<file path="src/rtl/painterengine_gpu_pkg.sv">
// painterengine_gpu_pkg
//   Shared definitions for the GPU enable sequencer slice:
//   - seq_state_e : sequencer FSM states
//   - stage_w()   : width of a stage index for a given stage count (min 1)
package painterengine_gpu_pkg;

    typedef enum logic [2:0] {
        SEQ_SETTLE = 3'd0,
        SEQ_WAIT   = 3'd1,
        SEQ_GAP    = 3'd2,
        SEQ_DONE   = 3'd3,
        SEQ_ERROR  = 3'd4
    } seq_state_e;

    function automatic int stage_w(input int n);
        return (n > 1) ? $clog2(n) : 1;
    endfunction

endpackage

</file>
<file path="src/rtl/painterengine_gpu_delay_counter.sv">
// painterengine_gpu_delay_counter
//   Up-counter shared by the sequencer's timed states.
//   clk, rst   : clock, synchronous active-high reset
//   clr        : synchronous clear (wins over en)
//   en         : count enable
//   bound      : runtime terminal value
//   count      : current count
//   tc         : high while count == bound
module painterengine_gpu_delay_counter #(
    parameter int CNT_W = 16
) (
    input  logic             clk,
    input  logic             rst,
    input  logic             clr,
    input  logic             en,
    input  logic [CNT_W-1:0] bound,
    output logic [CNT_W-1:0] count,
    output logic             tc
);

    logic [CNT_W-1:0] cnt_d, cnt_q;

    always_comb begin
        cnt_d = cnt_q;
        if (clr)
            cnt_d = '0;
        else if (en)
            cnt_d = cnt_q + 1'b1;
    end

    always_ff @(posedge clk) begin
        if (rst)
            cnt_q <= '0;
        else
            cnt_q <= cnt_d;
    end

    assign count = cnt_q;
    assign tc    = (cnt_q == bound);

endmodule

</file>
<file path="src/rtl/painterengine_gpu_enable_sequencer.sv">
// painterengine_gpu_enable_sequencer
//   Power-up / restart sequencer for the GPU clock-enable tree. After a
//   settle window it raises one enable per stage, waits for that stage's
//   ready, waits an inter-stage gap, and moves on. Reports completion,
//   ready timeout, and post-completion ready dropout.
//   i_wire_clock / i_wire_reset : clock, synchronous active-high reset
//   i_wire_restart              : pulse, restart from settle
//   i_wire_ready                : per-stage ready level
//   o_wire_enable               : cumulative per-stage enables
//   o_wire_all_enabled          : all stages enabled and ready
//   o_wire_busy                 : sequencing in progress
//   o_wire_error                : sticky error
//   o_wire_error_stage          : stage that caused the error
module painterengine_gpu_enable_sequencer
    import painterengine_gpu_pkg::*;
#(
    parameter int NUM_STAGES     = 4,
    parameter int SETTLE_CYCLES  = 100,
    parameter int STAGE_GAP      = 16,
    parameter int TIMEOUT_CYCLES = 1024,
    parameter int CNT_W          = 16
) (
    input  logic                                i_wire_clock,
    input  logic                                i_wire_reset,
    input  logic                                i_wire_restart,
    input  logic [NUM_STAGES-1:0]               i_wire_ready,
    output logic [NUM_STAGES-1:0]               o_wire_enable,
    output logic                                o_wire_all_enabled,
    output logic                                o_wire_busy,
    output logic                                o_wire_error,
    output logic [stage_w(NUM_STAGES)-1:0]      o_wire_error_stage
);

    localparam int SW = stage_w(NUM_STAGES);
    localparam logic [SW-1:0] LAST_STAGE = SW'(NUM_STAGES - 1);

    seq_state_e            state_d, state_q;
    logic [SW-1:0]         stage_d, stage_q;
    logic [NUM_STAGES-1:0] enable_d, enable_q;
    logic                  all_en_d, all_en_q;
    logic                  busy_d, busy_q;
    logic                  error_d, error_q;
    logic [SW-1:0]         err_stage_d, err_stage_q;

    logic                  cnt_clr, cnt_en, cnt_tc;
    logic [CNT_W-1:0]      cnt_bound, cnt_val;
    logic [SW-1:0]         next_stage;
    logic [SW-1:0]         drop_idx;

    assign next_stage = stage_q + 1'b1;

    // Lowest stage whose ready is low; only meaningful when ready != all ones.
    always_comb begin
        drop_idx = '0;
        for (int j = NUM_STAGES - 1; j >= 0; j--)
            if (!i_wire_ready[j])
                drop_idx = SW'(j);
    end

    painterengine_gpu_delay_counter #(.CNT_W(CNT_W)) u_delay (
        .clk   (i_wire_clock),
        .rst   (i_wire_reset),
        .clr   (cnt_clr),
        .en    (cnt_en),
        .bound (cnt_bound),
        .count (cnt_val),
        .tc    (cnt_tc)
    );

    always_comb begin
        state_d     = state_q;
        stage_d     = stage_q;
        enable_d    = enable_q;
        all_en_d    = all_en_q;
        busy_d      = busy_q;
        error_d     = error_q;
        err_stage_d = err_stage_q;
        cnt_clr     = 1'b0;
        cnt_en      = 1'b0;
        cnt_bound   = '0;

        case (state_q)
            SEQ_SETTLE: begin
                cnt_bound = CNT_W'(SETTLE_CYCLES - 1);
                cnt_en    = 1'b1;
                if (cnt_tc) begin
                    enable_d[0] = 1'b1;
                    state_d     = SEQ_WAIT;
                    cnt_clr     = 1'b1;
                end
            end
            SEQ_WAIT: begin
                cnt_bound = CNT_W'(TIMEOUT_CYCLES - 1);
                cnt_en    = 1'b1;
                // Ready takes priority over the timeout terminal count.
                if (i_wire_ready[stage_q]) begin
                    cnt_clr = 1'b1;
                    if (stage_q == LAST_STAGE) begin
                        state_d  = SEQ_DONE;
                        all_en_d = 1'b1;
                        busy_d   = 1'b0;
                    end else begin
                        state_d = SEQ_GAP;
                    end
                end else if (cnt_tc) begin
                    cnt_clr     = 1'b1;
                    state_d     = SEQ_ERROR;
                    enable_d    = '0;
                    all_en_d    = 1'b0;
                    busy_d      = 1'b0;
                    error_d     = 1'b1;
                    err_stage_d = stage_q;
                end
            end
            SEQ_GAP: begin
                cnt_bound = CNT_W'(STAGE_GAP - 1);
                cnt_en    = 1'b1;
                if (cnt_tc) begin
                    enable_d[next_stage] = 1'b1;
                    stage_d              = next_stage;
                    state_d              = SEQ_WAIT;
                    cnt_clr              = 1'b1;
                end
            end
            SEQ_DONE: begin
                if (!(&i_wire_ready)) begin
                    state_d     = SEQ_ERROR;
                    enable_d    = '0;
                    all_en_d    = 1'b0;
                    busy_d      = 1'b0;
                    error_d     = 1'b1;
                    err_stage_d = drop_idx;
                end
            end
            default: ; // SEQ_ERROR holds until restart/reset
        endcase

        if (i_wire_restart) begin
            state_d     = SEQ_SETTLE;
            stage_d     = '0;
            enable_d    = '0;
            all_en_d    = 1'b0;
            busy_d      = 1'b1;
            error_d     = 1'b0;
            err_stage_d = '0;
            cnt_clr     = 1'b1;
            cnt_en      = 1'b0;
        end
    end

    always_ff @(posedge i_wire_clock) begin
        if (i_wire_reset) begin
            state_q     <= SEQ_SETTLE;
            stage_q     <= '0;
            enable_q    <= '0;
            all_en_q    <= 1'b0;
            busy_q      <= 1'b1;
            error_q     <= 1'b0;
            err_stage_q <= '0;
        end else begin
            state_q     <= state_d;
            stage_q     <= stage_d;
            enable_q    <= enable_d;
            all_en_q    <= all_en_d;
            busy_q      <= busy_d;
            error_q     <= error_d;
            err_stage_q <= err_stage_d;
        end
    end

    assign o_wire_enable      = enable_q;
    assign o_wire_all_enabled = all_en_q;
    assign o_wire_busy        = busy_q;
    assign o_wire_error       = error_q;
    assign o_wire_error_stage = err_stage_q;

endmodule

</file>
<file path="config.mk">
export PLATFORM = sky130hd
export DESIGN_NAME = painterengine_gpu_enable_sequencer
export DESIGN_NICKNAME = d
export VERILOG_FILES = /design/src/rtl/painterengine_gpu_pkg.sv /design/src/rtl/painterengine_gpu_delay_counter.sv /design/src/rtl/painterengine_gpu_enable_sequencer.sv
export SDC_FILE = /design/constraint.sdc
export NUM_CORES = 1
export LEC_CHECK = 0
export ABC_CLOCK_PERIOD_IN_PS = 3700
export BUFFER_PORTS_ARGS = -buffer_cell sky130_fd_sc_hd__buf_4
export CORE_ASPECT_RATIO = 0.5
export CORE_MARGIN = 2
export CORE_UTILIZATION = 59
export DETAILED_ROUTE_END_ITERATION = 8
export PLACE_DENSITY = 0.78
export SYNTH_ARGS = -nofsm -noshare
export SYNTH_HDL_FRONTEND = slang
export SYNTH_HIERARCHICAL = 1
export SYNTH_SLANG_ARGS = --single-unit
</file>
<file path="constraint.sdc">
create_clock -name i_wire_clock -period 3.7 [get_ports i_wire_clock]
set_clock_uncertainty 0.2 [all_clocks]
set_input_delay 0.185 -clock i_wire_clock [delete_from_list [all_inputs] [get_ports i_wire_clock]]
set_output_delay 0.185 -clock i_wire_clock [all_outputs]
set_load 0.01 [all_outputs]
</file>
==> impl_metrics.ini, run 1 <==
[outcome]
status = complete, no violations

[worst_setup_path]
start_kind = register
critical_path.max_fanout = 11
crit_chain = nand2b_1 -> nor2_1 -> xnor2_1 -> nand4_1 -> nor4_1 -> buf_4 -> nor3b_1 -> a222oi_1 -> o21ai_2 -> a211oi_2
ff2ff_setup_slack_ns = 0.39
timing.rr.start = state_q[0]
worstPathArrival_ns = 3.32
r2r_cells = 10
worstSetupEndpointType = register
slowest_delay_ns = 0.76
cp.buffers_inverters = 1
worstSetupPathType = register to register
crit_path_top_delay_cell = a222oi_1
cp_data_required_time_ns = 3.71
r2r_end = o_wire_enable[0]
cp_top_family = compound AO/OA/AOI/OAI gates

[synth]
synth_area_leaders = dfxtp_1, xnor2_1, nor2_1, a21oi_1, ha_1
ys.flop_type = dfxtp_1
yosysWarnings = 6
ys_seq_elements = 30
netlist_instances = 215
synth_top_area_cell = dfxtp_1
synth_area_sq_mm = 0.00183
synth_top_area_share_pct = 32.8
avgSynthCellArea_sq_um = 8.52
ys_seq_area_share_pct = 32.8
synth_edf_count = 0
synthArstFlopShare_pct = 0
synth.distinct_cells = 51

[power_and_ir_drop]
p_leak_nw = 0.721
p_per_area_mw_per_mm2 = 310
ir_drop_v = 0.000175

[clock_tree]
clk_latency_ns = 0.29
clkTransAtPathRegs_ns = 0.07
cts_setup_buffers = 0
clockBufferDepth = 2
post_cts_resized = 0
cts_hold_buf = 0
tritoncts = built
clock_sinks = 30
htree_levels = 2
cts_buffers = 5
cts-root-buf = clkbuf_8

[layout]
area_growth_syn_to_layout_pct = 9.49
diodes = 0
final_common_cell = dfxtp_1
drive_above_1_share_pct = 13.2
fin_nets = 241
final_cell_mix = dfxtp_1, nor2_1, xnor2_1
nFillCells = 250

[timing]
final_hold_viol_count = 0
tns_ns = 0
hold_ws_ns = 0.0429
max_freq_mhz = 302
maxSlewViolCount = 0
final.period_utilization_pct = 89.6
layout_min_cycle_time_ns = 3.31
max-slew-margin-rel_pct = 41.7
fin_ws_ns = 0.386
rsz0062_at_grt = false
worst_slew_pin_slew_ns = 0.875
setup_viol = 0

[place]
hpwl_mm = 2.66
gp_congestion = 0.851
numPortBuffers = 15
dp_slack_ns = 0.503

[route]
routed_wl_mm = 3.71
detail-route-antenna-nets = 0
first_pass_iters = 4
wl_per_cell_microns = 13.9
first_iter_violations = 85
vias = 1522
routed_via_density = 5.68
drc_errors = 0

[global_routing]
grt_util_met2_pct = 35.6
grt_pass1_wl_mm = 6.22
grt_busiest_layer = met2
grt_pass1_vias = 1402
gr-usage-met3_pct = 7.05
use_met1_pct = 27.8
antenna_found_initial = 0
grt_overflow = 0
grt_max_degree = 19
grt_util_all_layers_pct = 21.8

[worst_hold_path]
hold_path_end = state_q[2]
hp-class = input port to register
holdPathStages = 3
min_from = i_wire_reset

[floorplanning]
die_area_sq_mm = 0.00359
num_io_pins = 16
die_h_microns = 43.4
core_sq_mm = 0.00298
start_util_pct = 61.5
row_count = 14
die_x_microns = 82.8

[job]
drv_cap = 0
-- flip-flops by register name (all words and copies together), names as in the netlist --
name / cells
u_delay/count: 16
o_wire_enable: 4
state_q: 3
o_wire_error_stage: 2
stage_q: 2
o_wire_all_enabled: 1
o_wire_busy: 1
o_wire_error: 1
-- cell usage after synthesis (2+ instances only) --
cell type and instances:
dfxtp_1 30, nor2_1 29, xnor2_1 23, a21oi_1 13, nand2_1 12, inv_1 9
nand4_1 9, mux2i_1 6, nand3_1 6, clkbuf_1 5, ha_1 5, nor3_1 5
o21ai_0 5, xor2_1 5, buf_4 4, and4_1 3, a211o_1 2, a21o_1 2
and3_1 2, and3b_1 2, buf_6 2, nand2b_1 2, o211ai_1 2, o21a_1 2
o31ai_1 2, or2_2 2, or4_1 2
-- kinds of logic after synthesis --
logic type	Yosys count	share of synthesized area, %
other	1	0.205
DFF	30	32.8
adders and majority gates	5	3.42
and+or+nand+nor	82	23.8
xor gates and xnor gates	28	13.4
muxes	8	5.12
buffers and inverters	23	7.17
AOI/OAI and AO/OA	38	14.1
-- routing by layer --
metal,wire (microns),up-vias,share of wire (%)
li1,-,771,-
met1,1880,712,51
met2,1630,33,44
met3,167,6,4.5
met4,42,0,1.1
met5,0,-,0
-- layout make-up --
type,count,area (sq um),area share (%)
clock buffer,6,82.6,4.12
inverter,9,33.8,1.68
multi-input combinational,167,1120,55.8
sequential,30,601,29.9
tap,40,50.0,2.50
timing repair buffer,16,120,5.99
-- power by group --
part,switching [mW],internal [mW]
Clock,0.121,0.143
Combinational,0.0187,0.0141
Sequential,0.00135,0.324
-- worst reg2reg max path, cell delays in order (launching register included) --
cell and delay (ns):
dfxtp_1 0.53, nand2b_1 0.25, nor2_1 0.49, xnor2_1 0.12, nand4_1 0.12, nor4_1 0.06, buf_4 0.16, nor3b_1 0.14
a222oi_1 0.76, o21ai_2 0.18, a211oi_2 0.23
-- metrics by stage --
step | cells | power [mW] | area (sq um) | utilization (%)
5_1_grt | 268 | 0.634 | 2010 | 67.4
2_1_floorplan | 220 | 0.352 | 1850 | -
6_report | 268 | 0.622 | 2010 | 67.4
4_1_cts | 268 | 0.620 | 2010 | 67.4
3_3_place_gp | 262 | 0.364 | 1920 | 64.6
3_5_place_dp | 262 | 0.365 | 1920 | 64.6
-- how the worst max path moves through the flow --
stage / start / end / cells past startpoint
6_report: state_q[0] / o_wire_enable[0] / 10
5_1_grt: state_q[0] / stage_q[1] / 10
4_1_cts: state_q[0] / stage_q[1] / 10
3_5_place_dp: state_q[0] / stage_q[1] / 10
3_3_place_gp: state_q[0] / o_wire_enable[0] / 10
2_1_floorplan: state_q[2] / u_delay/count[0] / 14
No activity file was read; power rests on OpenSTA's default activity.
==> inputs of run 2 (changes only) <==
--- a/config.mk
+++ b/config.mk
@@ -9,9 +9,9 @@
 export BUFFER_PORTS_ARGS = -buffer_cell sky130_fd_sc_hd__buf_4
 export CORE_ASPECT_RATIO = 0.5
 export CORE_MARGIN = 2
-export CORE_UTILIZATION = 59
+export CORE_UTILIZATION = 25
 export DETAILED_ROUTE_END_ITERATION = 8
-export PLACE_DENSITY = 0.78
+export PLACE_DENSITY = 0.39
 export SYNTH_ARGS = -nofsm -noshare
 export SYNTH_HDL_FRONTEND = slang
 export SYNTH_HIERARCHICAL = 1
==> impl_metrics.ini, run 2 (synthesis results as in run 1) <==
[clock_tree]
clkTransAtPathRegs_ns = 0.05
clock_sinks = 30
clockBufferDepth = 2
cts_hold_buf = 0
htree_levels = 2
cts_buffers = 5
tritoncts = built
clk_latency_ns = 0.27
cts-root-buf = clkbuf_16

[worst_setup_path]
worstSetupPathType = register to register
start_kind = register
worstSetupEndpointType = register
cp_data_required_time_ns = 3.70
r2r_cells = 11
r2r_end = o_wire_error_stage[0]
worstPathArrival_ns = 3.29
timing.rr.start = state_q[0]
critical_path.max_fanout = 11
ff2ff_setup_slack_ns = 0.41
startpoint = state_q[0]

[layout]
final_cell_mix = dfxtp_1, nor2_1, xnor2_1
diodes = 0
largest_reg_flops = 16
final_common_cell = dfxtp_1
drive_above_1_share_pct = 13.4
postLayoutCoreUtil_pct = 31.0
fin_nets = 243
area_growth_syn_to_layout_pct = 16.6
fin_cells = 323

[route]
routed_via_density = 4.49
vias = 1449
first_iter_violations = 66
detail-route-antenna-nets = 0
first_pass_iters = 4
routed_wl_mm = 4.05
wl_per_cell_microns = 12.5
drc_errors = 0

[floorplanning]
die_h_microns = 64.5
core_sq_mm = 0.00688
die_area_sq_mm = 0.00807
row_count = 21
num_io_pins = 16
start_util_pct = 26.6
die_x_microns = 125

[timing]
setup_viol = 0
final.period_utilization_pct = 88.9
max_freq_mhz = 304
max-slew-margin-rel_pct = 51.4
tns_ns = 0
worst_slew_pin_slew_ns = 0.729
rsz0062_at_grt = false
hold_ws_ns = 0.0665
maxSlewViolCount = 0
layout_min_cycle_time_ns = 3.29
final_hold_viol_count = 0

[place]
dp.cells = 315
numPortBuffers = 15
hpwl_mm = 3.05
gp_congestion = 0.730

[worst_hold_path]
holdPathStages = 3
hold_path_end = o_wire_error
min_from = i_wire_reset
hp-class = input port to register

[outcome]
status = complete, no violations

[global_routing]
grt_overflow = 0
grt_max_degree = 19
grt_pass1_wl_mm = 6.98
grt_pass1_vias = 1445
antenna_found_initial = 0
grt_util_all_layers_pct = 10.8

[job]
drv_cap = 0

[power_and_ir_drop]
p_leak_nw = 0.751
p_per_area_mw_per_mm2 = 344
ir_drop_v = 0.000162
==> run 2: what timing repair did <==
| item | in CTS | in global routing |
|---|---|---|
| buffers inserted | 0 | 1 |
| setup endpoints to repair | 0 | 1 |
| gates resized for setup | 0 | 0 |
==> run 2: report_power, final <==
group,internal [mW],leakage (nW),total [mW],switching (mW)
sequential,0.325,0.242,0.326,0.00126
clock,0.245,0.0640,0.376,0.131
combinational,0.0141,0.446,0.0329,0.0188
total,0.584,0.751,0.735,0.151
==> run 2: worst max-delay path by stage <==
stage                            end  depth (start not counted)
6_report       o_wire_error_stage[0]                         11
5_1_grt        o_wire_error_stage[0]                         11
4_1_cts            u_delay/count[15]                         11
3_5_place_dp        o_wire_enable[0]                         10
3_3_place_gp        o_wire_enable[0]                         10
2_1_floorplan       u_delay/count[0]                         14
==> run 2: critical path, stage by stage (launching register included) <==
cell      delay, ns
dfxtp_1        0.53
nand2b_1       0.26
nor2_1         0.46
xnor2_1        0.18
nand4_1        0.11
nor4_1         0.32
buf_4          0.21
nor3b_1        0.20
a222oi_1       0.20
buf_4          0.22
a211o_1        0.22
a21oi_1        0.11
==> run 2: final cells by class <==
class	count	area (sq um)
Timing Repair Buffer	18	135
Clock buffer	7	133
Inverter	9	33.8
Multi-Input combinational cell	167	1120
Sequential cell	30	601
Fill cell	755	4750
Tap cell	92	115
==> run 2: through the flow <==
stage          worst slack, ns  instance area [sq um]  power, mW
6_report                 0.412                   2140      0.735
5_1_grt                 0.0529                   2140      0.768
4_1_cts                  0.372                   2130      0.744
3_5_place_dp             0.413                   2000      0.366
3_3_place_gp             0.516                   2000      0.365
2_1_floorplan            0.774                   1850      0.352
==> run 2: layer usage <==
metal  share of wire, %  up-vias  track usage [%]
met2                 43       16             16.8
met3                3.3        4             3.30
met4                1.0        0             3.47
met1                 53      654             14.4
li1                   -      775                -
met5                  0        -                0
==> inputs of run 3 (changes only) <==
--- a/config.mk
+++ b/config.mk
@@ -5,11 +5,12 @@
 export SDC_FILE = /design/constraint.sdc
 export NUM_CORES = 1
 export LEC_CHECK = 0
-export ABC_CLOCK_PERIOD_IN_PS = 3700
+export ABC_CLOCK_PERIOD_IN_PS = 4100
 export BUFFER_PORTS_ARGS = -buffer_cell sky130_fd_sc_hd__buf_4
 export CORE_ASPECT_RATIO = 0.5
 export CORE_MARGIN = 2
 export CORE_UTILIZATION = 25
+export CTS_BUF_LIST = sky130_fd_sc_hd__clkbuf_4
 export DETAILED_ROUTE_END_ITERATION = 8
 export PLACE_DENSITY = 0.39
 export SYNTH_ARGS = -nofsm -noshare
==> constraint.sdc (replaced) <==
create_clock -name i_wire_clock -period 4.1 [get_ports i_wire_clock]
set_clock_uncertainty 0.2 [all_clocks]
set_input_delay 0.205 -clock i_wire_clock [delete_from_list [all_inputs] [get_ports i_wire_clock]]
set_output_delay 0.205 -clock i_wire_clock [all_outputs]
set_load 0.01 [all_outputs]
==> impl_metrics.ini, run 3 (synthesis results as in run 1) <==
[timing]
final_hold_viol_count = 0
worst_slew_pin_slew_ns = 0.861
setup_viol = 0
layout_min_cycle_time_ns = 3.33
tns_ns = 0
rsz0062_at_grt = false
final.period_utilization_pct = 81.2
max-slew-margin-rel_pct = 42.6
maxSlewViolCount = 0
hold_ws_ns = 0.0323
max_freq_mhz = 301
fin_ws_ns = 0.773

[global_routing]
grt_pass1_wl_mm = 6.88
grt_overflow = 0
grt_max_degree = 19
grt_pass1_vias = 1425
antenna_found_initial = 0
grt_util_all_layers_pct = 10.6

[clock_tree]
cts_hold_buf = 0
cts_setup_buffers = 0
clock_sinks = 30
cts_buffers = 5
cts-root-buf = clkbuf_4
tritoncts = built
clockBufferDepth = 2
post_cts_resized = 0
clk_latency_ns = 0.33
htree_levels = 2
clkTransAtPathRegs_ns = 0.10

[outcome]
status = complete, no violations

[route]
routed_via_density = 4.60
drc_errors = 0
first_iter_violations = 85
vias = 1478
wl_per_cell_microns = 12.4
detail-route-antenna-nets = 0
routed_wl_mm = 3.97
first_pass_iters = 4

[worst_setup_path]
worstSetupPathType = register to register
slowest_delay_ns = 0.75
crit_path_top_delay_cell = a222oi_1
critical_path.max_fanout = 11
worstSetupEndpointType = register
cp.buffers_inverters = 1
start_kind = register
cp_top_family = compound AO/OA/AOI/OAI gates
crit_chain = nand2b_1 -> nor2_1 -> xnor2_1 -> nand4_1 -> nor4_1 -> buf_4 -> nor3b_1 -> a222oi_1 -> o21ai_2 -> a211oi_2
worstPathArrival_ns = 3.39
cp_data_required_time_ns = 4.16

[layout]
fin_nets = 241
diodes = 0
largest_reg_flops = 16
final_cell_mix = dfxtp_1, nor2_1, xnor2_1
nFillCells = 743
area_growth_syn_to_layout_pct = 11.4
fin_cells = 321
final_common_cell = dfxtp_1
drive_above_1_share_pct = 13.5

[job]
drv_cap = 0

[floorplanning]
die_area_sq_mm = 0.00807
die_h_microns = 64.5
num_io_pins = 16
row_count = 21
core_sq_mm = 0.00688
die_x_microns = 125
start_util_pct = 26.6

[place]
numPortBuffers = 15
dp_slack_ns = 0.746
dp.cells = 314
gp_congestion = 0.761
hpwl_mm = 2.95

[power_and_ir_drop]
ir_drop_v = 0.0000610
p_leak_nw = 0.710
p_per_area_mw_per_mm2 = 247

[worst_hold_path]
hp-class = input port to register
## run 3: layout make-up
type | instances | area [sq um] | share of cell area [%]
multi-input combinational | 167 | 1120 | 54.8
inverter | 9 | 33.8 | 1.66
clock buffer | 7 | 52.6 | 2.58
tap | 92 | 115 | 5.64
timing repair buffer | 16 | 120 | 5.89
sequential | 30 | 601 | 29.4
## run 3: path summary, 6_finish.rpt
check	to	slack [ns]	start	cells after the start
max	o_wire_enable[0]	0.77	state_q[0]	10
min	o_wire_error	0.03	i_wire_reset	3
max reg2reg	o_wire_enable[0]	0.77	state_q[0]	10
min reg2reg	o_wire_busy	0.27	o_wire_busy	1
## run 3: where the power goes
group / switching (mW) / internal (mW) / leakage (nW) / total [mW]
Combinational: 0.0168 / 0.0127 / 0.436 / 0.0295
Sequential: 0.00127 / 0.292 / 0.242 / 0.293
Clock: 0.103 / 0.0779 / 0.0322 / 0.181
Total: 0.121 / 0.382 / 0.710 / 0.504
## run 3: through the flow
step	area, sq um	power (mW)	utilization (%)
2_1_floorplan	1850	0.318	-
3_3_place_gp	1990	0.330	28.9
3_5_place_dp	1990	0.330	28.9
4_1_cts	2040	0.515	29.6
5_1_grt	2040	0.532	29.6
6_report	2040	0.504	29.6
## run 3: worst min-delay path: stages
cell and delay (ns):
buf_4 0.10, nor2_1 0.10, o21a_1 0.12
## run 3: layer usage
metal  up-vias  track usage, %  wire length (microns)
li1        773               -                      -
met1       687            14.8                   2140
met2        13            15.1                   1640
met3         5            3.55                    145
met4         0            3.75                     48
met5         -               0                      0
